==> src/rtl/uart_rx_fifo.sv <==
// uart_rx_fifo: 8N1 UART receiver feeding a show-ahead byte FIFO with a valid/ack pop port.
// Define UART_RX_PARITY_EN to receive 8E1 frames and expose parity_err.
module uart_rx_fifo #(
    parameter int sym_cnt    = 13333,
    parameter int SCW        = 14,
    parameter int DEPTH_LOG2 = 4
) (
    input  logic                  clk,
    input  logic                  rst,
    input  logic                  rx_serial,
    output logic [7:0]            rd_dat,
    output logic                  rd_valid,
    input  logic                  rd_ack,
    output logic                  rx_busy,
    output logic                  frame_err,
`ifdef UART_RX_PARITY_EN
    output logic                  parity_err,
`endif
    output logic                  overflow,
    input  logic                  clr_err,
    output logic [DEPTH_LOG2:0]   fill
);
    localparam logic [SCW-1:0] HALF = SCW'(sym_cnt / 2);
    // Counting down through 0 makes a reload of sym_cnt-1 give a period of exactly sym_cnt clocks
    localparam logic [SCW-1:0] RELOAD = SCW'(sym_cnt - 1);

    typedef enum logic [2:0] {
        IDLE,
        START,
        DATA,
`ifdef UART_RX_PARITY_EN
        PARITY,
`endif
        STOP
    } state_t;

    state_t         state, state_n;
    logic [SCW-1:0] cnt, cnt_n;
    logic [2:0]     idx, idx_n;
    logic [7:0]     sh, sh_n;
    logic           rx_s1, rxs;
    logic           tick, push_req, ferr_n;
`ifdef UART_RX_PARITY_EN
    logic           par_bad, par_bad_n, perr_n;
`endif

    always_ff @(posedge clk or posedge rst) begin
        if (rst) begin
            rx_s1     <= 1'b1;
            rxs       <= 1'b1;
            state     <= IDLE;
            cnt       <= '0;
            idx       <= '0;
            sh        <= '0;
            frame_err <= 1'b0;
`ifdef UART_RX_PARITY_EN
            par_bad    <= 1'b0;
            parity_err <= 1'b0;
`endif
        end else begin
            rx_s1     <= rx_serial;
            rxs       <= rx_s1;
            state     <= state_n;
            cnt       <= cnt_n;
            idx       <= idx_n;
            sh        <= sh_n;
            frame_err <= ferr_n;
`ifdef UART_RX_PARITY_EN
            par_bad    <= par_bad_n;
            parity_err <= perr_n;
`endif
        end
    end

    always_comb begin
        state_n  = state;
        idx_n    = idx;
        sh_n     = sh;
        push_req = 1'b0;
        ferr_n   = 1'b0;
`ifdef UART_RX_PARITY_EN
        par_bad_n = par_bad;
        perr_n    = 1'b0;
`endif
        tick  = cnt == '0;
        cnt_n = (state == IDLE) ? cnt : tick ? RELOAD : cnt - SCW'(1);
        case (state)
            IDLE: begin
                if (!rxs) begin
                    state_n = START;
                    cnt_n   = HALF;
                end
            end
            START: begin
                idx_n = '0;
                if (tick) state_n = rxs ? IDLE : DATA;
            end
            DATA: begin
                if (tick) begin
                    sh_n  = {rxs, sh[7:1]};
                    idx_n = idx + 3'd1;
`ifdef UART_RX_PARITY_EN
                    if (idx == 3'd7) state_n = PARITY;
`else
                    if (idx == 3'd7) state_n = STOP;
`endif
                end
            end
`ifdef UART_RX_PARITY_EN
            PARITY: begin
                if (tick) begin
                    par_bad_n = rxs ^ (^sh);
                    state_n   = STOP;
                end
            end
`endif
            STOP: begin
                if (tick) begin
                    state_n = IDLE;
                    ferr_n  = !rxs;
`ifdef UART_RX_PARITY_EN
                    push_req = rxs && !par_bad;
                    perr_n   = rxs && par_bad;
`else
                    push_req = rxs;
`endif
                end
            end
            default: state_n = IDLE;
        endcase
    end

    assign rx_busy = state != IDLE;

    logic [7:0]          mem [2**DEPTH_LOG2];
    logic [DEPTH_LOG2:0] wr_ptr, rd_ptr;
    logic                full, pop, push;

    assign rd_valid = wr_ptr != rd_ptr;
    assign full     = (wr_ptr[DEPTH_LOG2] != rd_ptr[DEPTH_LOG2]) &&
                      (wr_ptr[DEPTH_LOG2-1:0] == rd_ptr[DEPTH_LOG2-1:0]);
    assign pop      = rd_ack && rd_valid;
    assign push     = push_req && (!full || pop);
    assign rd_dat   = mem[rd_ptr[DEPTH_LOG2-1:0]];
    assign fill     = wr_ptr - rd_ptr;

    always_ff @(posedge clk) begin
        if (push) mem[wr_ptr[DEPTH_LOG2-1:0]] <= sh;
    end

    always_ff @(posedge clk or posedge rst) begin
        if (rst) begin
            wr_ptr   <= '0;
            rd_ptr   <= '0;
            overflow <= 1'b0;
        end else begin
            wr_ptr   <= wr_ptr + (DEPTH_LOG2+1)'(push);
            rd_ptr   <= rd_ptr + (DEPTH_LOG2+1)'(pop);
            overflow <= (push_req && !push) || (overflow && !clr_err);
        end
    end
endmodule
==> config.mk <==
export PLATFORM = sky130hd
export DESIGN_NAME = uart_rx_fifo
export DESIGN_NICKNAME = d
export VERILOG_FILES = /design/src/rtl/uart_rx_fifo.sv
export SDC_FILE = /design/constraint.sdc
export NUM_CORES = 1
export LEC_CHECK = 0
export ABC_AREA = 1
export CORE_AREA = 4 4 116 118
export CTS_BUF_LIST = sky130_fd_sc_hd__clkbuf_16
export CTS_CLUSTER_DIAMETER = 50
export DETAILED_ROUTE_END_ITERATION = 8
export DIE_AREA = 0 0 120 122
export PLACE_DENSITY = 0.78
export RECOVER_POWER = 100
export SLEW_MARGIN = 20
export SYNTH_ARGS = -nofsm -noshare
export SYNTH_HDL_FRONTEND = slang
export SYNTH_SLANG_ARGS = --single-unit
export TNS_END_PERCENT = 1
==> constraint.sdc <==
create_clock -name clk -period 2.6 [get_ports clk]
set_input_delay 0.52 -clock clk [delete_from_list [all_inputs] [get_ports clk]]
set_output_delay 0.52 -clock clk [all_outputs]
set_load 0.005 [all_outputs]
==> metrics.txt, run 1 <==
hold bufs inserted after CTS=0; Chip Height=122 µm; die width=roughly 120 µm; CTS tree=done; Initial Util=0.596; Arr. time, crit path=roughly 2.3 ns; Area contributors post-synth=edfxtp_1, dfrtp_1, nor2_1; All-Layer GR Usage=0.234; first-pass GRT wire length=25800 µm; startpoint types=flip-flop; max-slew violations=0; CTS sink cnt=approximately 170; H-tree Lvls=4; setup_tns=-0.391 ns; hpwl dp=around 10000 µm; Net Count, Synth=725; failing checks=setup timing; worst ir drop on vdd=714 µV; input/output buffers=21; period utilisation layout=1.06; Clock Path Buffers=2; CP peak stage delay=about 0.45 ns; fin crit period=2.77 ns; skew final=~0.0092 ns; CP dominant cell by count=nor2_1; Syn Std Cell Area=~0.0074 mm²; Netlist cell types=31; IO Pins=22; cell area power density=about 960 mW/mm²; worst-margin pin slew=around 1.0 ns; largest net degree at the start of global routing=42; top-area cell type share of the netlist area=0.518; clock-pin slew on the worst setup and hold paths=roughly 0.060 ns; Setup violations, final=5; Mapped Cells=707; RePlAce Congestion=~0.86; Max-slew headroom=0.322; synthesized flop and latch total=169; Post-DRT Antenna Nets=0; routed vias=between 5000 and 6000; crit path buf inv count=3; CP delay by family, top=buffers and inverters; First-pass DRT Iterations=5; CP max FO=16; layout cells sized above 1=0.103; post-synthesis average cell area=10.5 µm²; count of nets after finishing=760; Core ar.=approximately 0.012 mm²; total die area=~0.015 mm²; Worst-Skew Late Latency=around 0.43 ns; CP Cell Sequence=buf_4, bufbuf_16, nor2_1, nor2_1, o21ai_1, o211ai_1, nand3_1, nand2_1, clkdlybuf4s50_1; synth-to-layout area growth=15.5%; Worst path slowest cell=dfrtp_2; initial antenna violation count=0; wire per inst=about 17 µm; GRT overflow=0; worst setup margin=-0.165 ns; CP Capture Type=output pin; dpl ws=0.0291 ns; FP Rows=between 40 and 50; f_max=around 360 MHz; final instance area=approximately 0.0086 mm²; Worst Setup Path Type=flip-flop to output pin; synth warn=0; Antenna diodes=0; status=complete, but fails checks; CP Data Required Time=about 2.1 ns; Post-Place Cell Area=~0.0079 mm²; area leader, netlist=edfxtp_1; max-cap violations=0; RSZ-0062 raised after global routing=true; final WL=~16000 µm; Fin. Hold Viols=0; worst hold path type=flip-flop to flip-flop; initial DRC count=544; post-synthesis sequential area ratio=0.656; # DRC=0; Lkg Pwr=between 3 and 4 nW; vias in the first global route=5018; TritonCTS Buffers=17; Vias per Instance=~5.5; clock root buffer=clkbuf_16
## kinds of logic after synthesis
kind of cell,Yosys count,share of synthesized area
AOI/OAI and AO/OA,106,0.0753
xor gates and xnor gates,15,0.0177
adders and majority gates,13,0.0229
buffers and inverters,82,0.0457
DFF,169,0.656
and+or+nand+nor,322,0.182
## per-stage QoR
step	std cells	power, mW	hold slack [ns]	util
after global routing	927	8.65	0.363	0.688
final	927	8.19	0.359	0.688
after floorplan	707	4.54	0.345	-
after CTS	927	8.14	0.362	0.687
after global placement	890	5.50	0.349	0.632
after detailed placement	890	5.55	0.352	0.632
## where the power goes
part           leakage (nW)  switching (mW)  internal, mW
sequential             1.99          0.0535          2.92
combinational          1.44            1.55          1.22
clock                 0.276            1.03          1.41
total                  3.70            2.64          5.55
## synthesized netlist by cell type
master / count
a211oi_1: 1
a21oi_1: 2
buf_1: 1
buf_2: 10
buf_4: 3
buf_6: 1
clkbuf_1: 11
clkinv_1: 2
dfrtp_1: 39
dfstp_2: 2
edfxtp_1: 128
fa_1: 1
ha_1: 12
inv_1: 49
inv_2: 5
nand2_1: 110
nand2_2: 3
nand2_4: 4
nand3_1: 45
nand3_2: 1
nor2_1: 148
nor2_2: 3
nor2_4: 4
nor3_1: 3
o211ai_1: 9
o21ai_0: 81
o21ai_1: 12
o21ai_2: 1
or2_2: 1
xnor2_1: 4
xor2_1: 11
## state kept, by name, summed over array words and instances, names as in the netlist
signal / count
idx: 3
state: 2
wr_ptr: 5
mem: 128
overflow: 1
rx_s1: 1
rd_ptr: 5
frame_err: 1
cnt: 14
rxs: 1
sh: 8
## layout by cell type, fill, tap and decap left out, types with 5 or more instances in the layout
cell and n:
clkbuf_16 17, o211ai_1 9, nand3_2 5, o21ai_0 72
clkdlybuf4s50_1 7, nand2_1 116, dlygate4sd2_1 8, buf_4 11
nor2_1 147, nor2_2 5, xor2_1 11, o21ai_1 19
clkinv_1 6, dfrtp_1 37, nand3_1 41, ha_1 11
edfxtp_1 128, inv_1 50
## final timing paths
check,start,end,slack [ns],cells after the start
worst min register to register,rx_s1,rxs,0.36,0
worst max register to register,rd_ptr[2],mem[5][1],0.15,9
min in group asynchronous,rst,sh[4],0.86,3
worst min-delay path,rx_s1,rxs,0.36,0
max in group asynchronous,rst,rd_ptr[0],1.03,3
worst max-delay path,rd_ptr[0],rd_dat[5],-0.17,9
## final cells by class
| cell class | count | area (µm²) |
|---|---|---|
| Clock buffer | 17 | 425 |
| Clock inverter | 15 | 146 |
| Fill cell | 906 | 3890 |
| Inverter | 56 | 215 |
| Multi-Input combinational cell | 456 | 2230 |
| Sequential cell | 169 | 4870 |
| Tap cell | 172 | 215 |
| Timing Repair Buffer | 42 | 470 |
## timing repair
item | CTS | global route
cloned | 2 | 0
pin swaps | 3 | 3
gates resized for setup | 22 | 22
setup endpoints to repair | 12 | 77
buffers inserted | 3 | 0
## metal layers
metal,vias to the layer above,part of all wire,track usage
li1,2439,-,-
met2,207,0.50,0.390
met4,0,0.020,0.0974
met3,26,0.068,0.0427
met5,-,0,0
met1,2396,0.41,0.305
(Power assumes the default switching activity.)
==> run 2, diff against run 1 <==
- RECOVER_POWER: 100 -> 25
==> run 2 against run 1 <==
The run still ends with setup timing left. Sequential share of layout area decreased by 0.40 points. Power increased by 0.21%. Non-clock buffer count unchanged. Sequential cell count unchanged. Wire length increased by 0.32%. Clock power about the same. Die area unchanged. Global-route usage unchanged. Combinational power about the same. Fmax about the same. Critical path type unchanged. Critical endpoint unchanged.
==> metrics.txt, run 2 (synthesis results as in run 1) <==
status=complete, but fails checks; failing checks=setup timing; Worst-Skew Late Latency=roughly 0.43 ns; Initial Util=0.596; Chip Height=roughly 120 µm; TritonCTS Buffers=17; dpl ws=between 0.02 and 0.03 ns; # fillers=892; most common cell after layout, fill and taps aside=nor2_1; CP Cell Sequence=buf_4, bufbuf_16, nor2_1, nor2_1, o21ai_1, o211ai_1, nand3_1, nand2_1, clkdlybuf4s50_1; CP Data Required Time=roughly 2.1 ns; CTS tree=done; hpwl dp=~10000 µm; Post-DRT Antenna Nets=0; Clock power frac=0.297; Min-Delay Endpoint=rxs; max-slew violations=0; Worst Setup Path Type=flip-flop to output pin; RePlAce Congestion=0.862; Max-slew headroom=0.307; Clock Path Buffers=2; worst hold path type=flip-flop to flip-flop; synth-to-layout area growth=16.3%; worst-margin pin slew=1.04 ns; skew final=about 0.0097 ns; largest net degree at the start of global routing=42; max-cap violations=0; CP peak stage delay=between 0.4 and 0.5 ns; hold path cells=0; worst setup margin=-0.165 ns; Core ar.=0.0125 mm²; H-tree Lvls=4; total die area=roughly 0.015 mm²; Reg power frac=0.362; Setup violations, final=5; GRT overflow=0; die width=between 100 and 150 µm; # DRC=0; All-Layer GR Usage=0.234; Worst path slowest cell=dfrtp_2; Antenna diodes=0; Hold WS=~0.36 ns; fin crit period=roughly 2.8 ns; initial antenna violation count=0; Lkg Pwr=around 3.7 nW; RSZ-0062 raised after global routing=true; sw frac=0.323; First-pass DRT Iterations=7; Arr. time, crit path=2.25 ns; CP Capture Type=output pin; register area=approximately 0.0049 mm²; first-pass GRT wire length=25800 µm; IO Pins=22; max FFs per register=around 130; worst ir drop on vdd=about 710 µV; input/output buffers=21; Combinational Power Share=0.341; Vias per Instance=about 5.5; hold bufs inserted after CTS=0; clock-pin slew on the worst setup and hold paths=about 0.060 ns; CTS sink cnt=169; R2R Setup Slk=0.13 ns; wire per inst=roughly 17 µm; commonest non-fill, non-tap cells in the layout=nor2_1, edfxtp_1, nand2_1; RR Endpoint=mem[5][1]; Multi-input gate area=0.00229 mm²; routed vias=~5100; layout cells sized above 1=0.119; cell area power density=951 mW/mm²; Psw=between 2 and 3 mW; Fin. Hold Viols=0; initial DRC count=460; clock root buffer=clkbuf_16; Internal=~5.6 mW; Reg2Reg Depth=9; count of nets after finishing=760; final WL=between 15000 and 20000 µm; CP dominant cell by count=nor2_1; f_max=around 360 MHz; CP max FO=16; hold path start=rx_s1; vias in the first global route=5018; period utilisation layout=1.06; FP Rows=just over 40; worst r2r src=wr_ptr[0]; startpoint types=flip-flop
==> run 2: changes by cell type in the layout (fill, tap and decap cells not counted), moves of 2 or more <==
cell	before	now
nor2_1	147	144
dlygate4sd3_1	4	2
nand2_2	1	3
nor2_2	5	7
clkdlybuf4s50_1	7	9
nand2_4	0	4
inv_2	3	5
inv_1	50	48
nand2_1	116	110
==> run 2: worst max path at each step <==
stage	startpoint	to	slack (ns)	depth (start not counted)
2_1_floorplan	rd_ptr[1]	mem[0][0]	0.24	11
3_3_place_gp	rd_ack	mem[4][2]	0.1	7
3_5_place_dp	rd_ack	mem[12][0]	0.03	7
4_1_cts	rd_ptr[0]	rd_dat[5]	-0.20	9
5_1_grt	rd_ptr[0]	rd_dat[5]	-0.30	9
6_report	rd_ptr[0]	rd_dat[5]	-0.17	9
==> run 2: metrics by stage <==
step / TNS, ns / utilization / cell area, µm² / cells / total power [mW]
detailed placement: 0 / 0.632 / 7880 / 890 / 5.55
finish: -0.395 / 0.693 / 8630 / 927 / 8.21
global route: -1.19 / 0.693 / 8630 / 927 / 8.67
floorplan: 0 / - / 7420 / 707 / 4.54
global placement: 0 / 0.632 / 7880 / 890 / 5.50
CTS: -0.706 / 0.687 / 8570 / 927 / 8.14
==> run 2: critical path: cells and delay by family, from the launching register on <==
kind / cells / cell delay [ns]
buf+inv: 3 / 0.87
simple gates: 4 / 0.31
flops: 1 / 0.45
compound gates: 2 / 0.19
==> run 2: what timing repair did <==
action / 4_1_cts / 5_1_grt
buffers inserted: 3 / 0
endpoints found under the hold margin: 0 / 0
endpoints found under the setup margin: 12 / 77
cloned: 2 / 0
pin swaps: 3 / 3
resized for setup: 22 / 22
==> run 2: power by group through the flow <==
stage	Combinational, mW	Sequential [mW]	Clock [mW]
detailed placement	2.53	3.02	0
floorplan	1.54	3.00	0
global placement	2.48	3.02	0
global route	3.11	2.98	2.58
CTS	2.71	2.97	2.45
finish	2.80	2.97	2.44
==> run 2: layer usage <==
layer / part of all wire / vias to the layer above / global-route usage
met2: 0.50 / 216 / 0.390
met5: 0 / - / 0
met1: 0.41 / 2419 / 0.305
li1: - / 2442 / -
met4: 0.023 / 0 / 0.0974
met3: 0.067 / 37 / 0.0427
==> run 2: layout make-up <==
cell class	count	area share
Tap cell	172	0.0249
Sequential cell	169	0.565
Timing Repair Buffer	42	0.0545
Clock buffer	17	0.0493
Multi-Input combinational cell	456	0.265
Clock inverter	15	0.0170
Inverter	56	0.0249
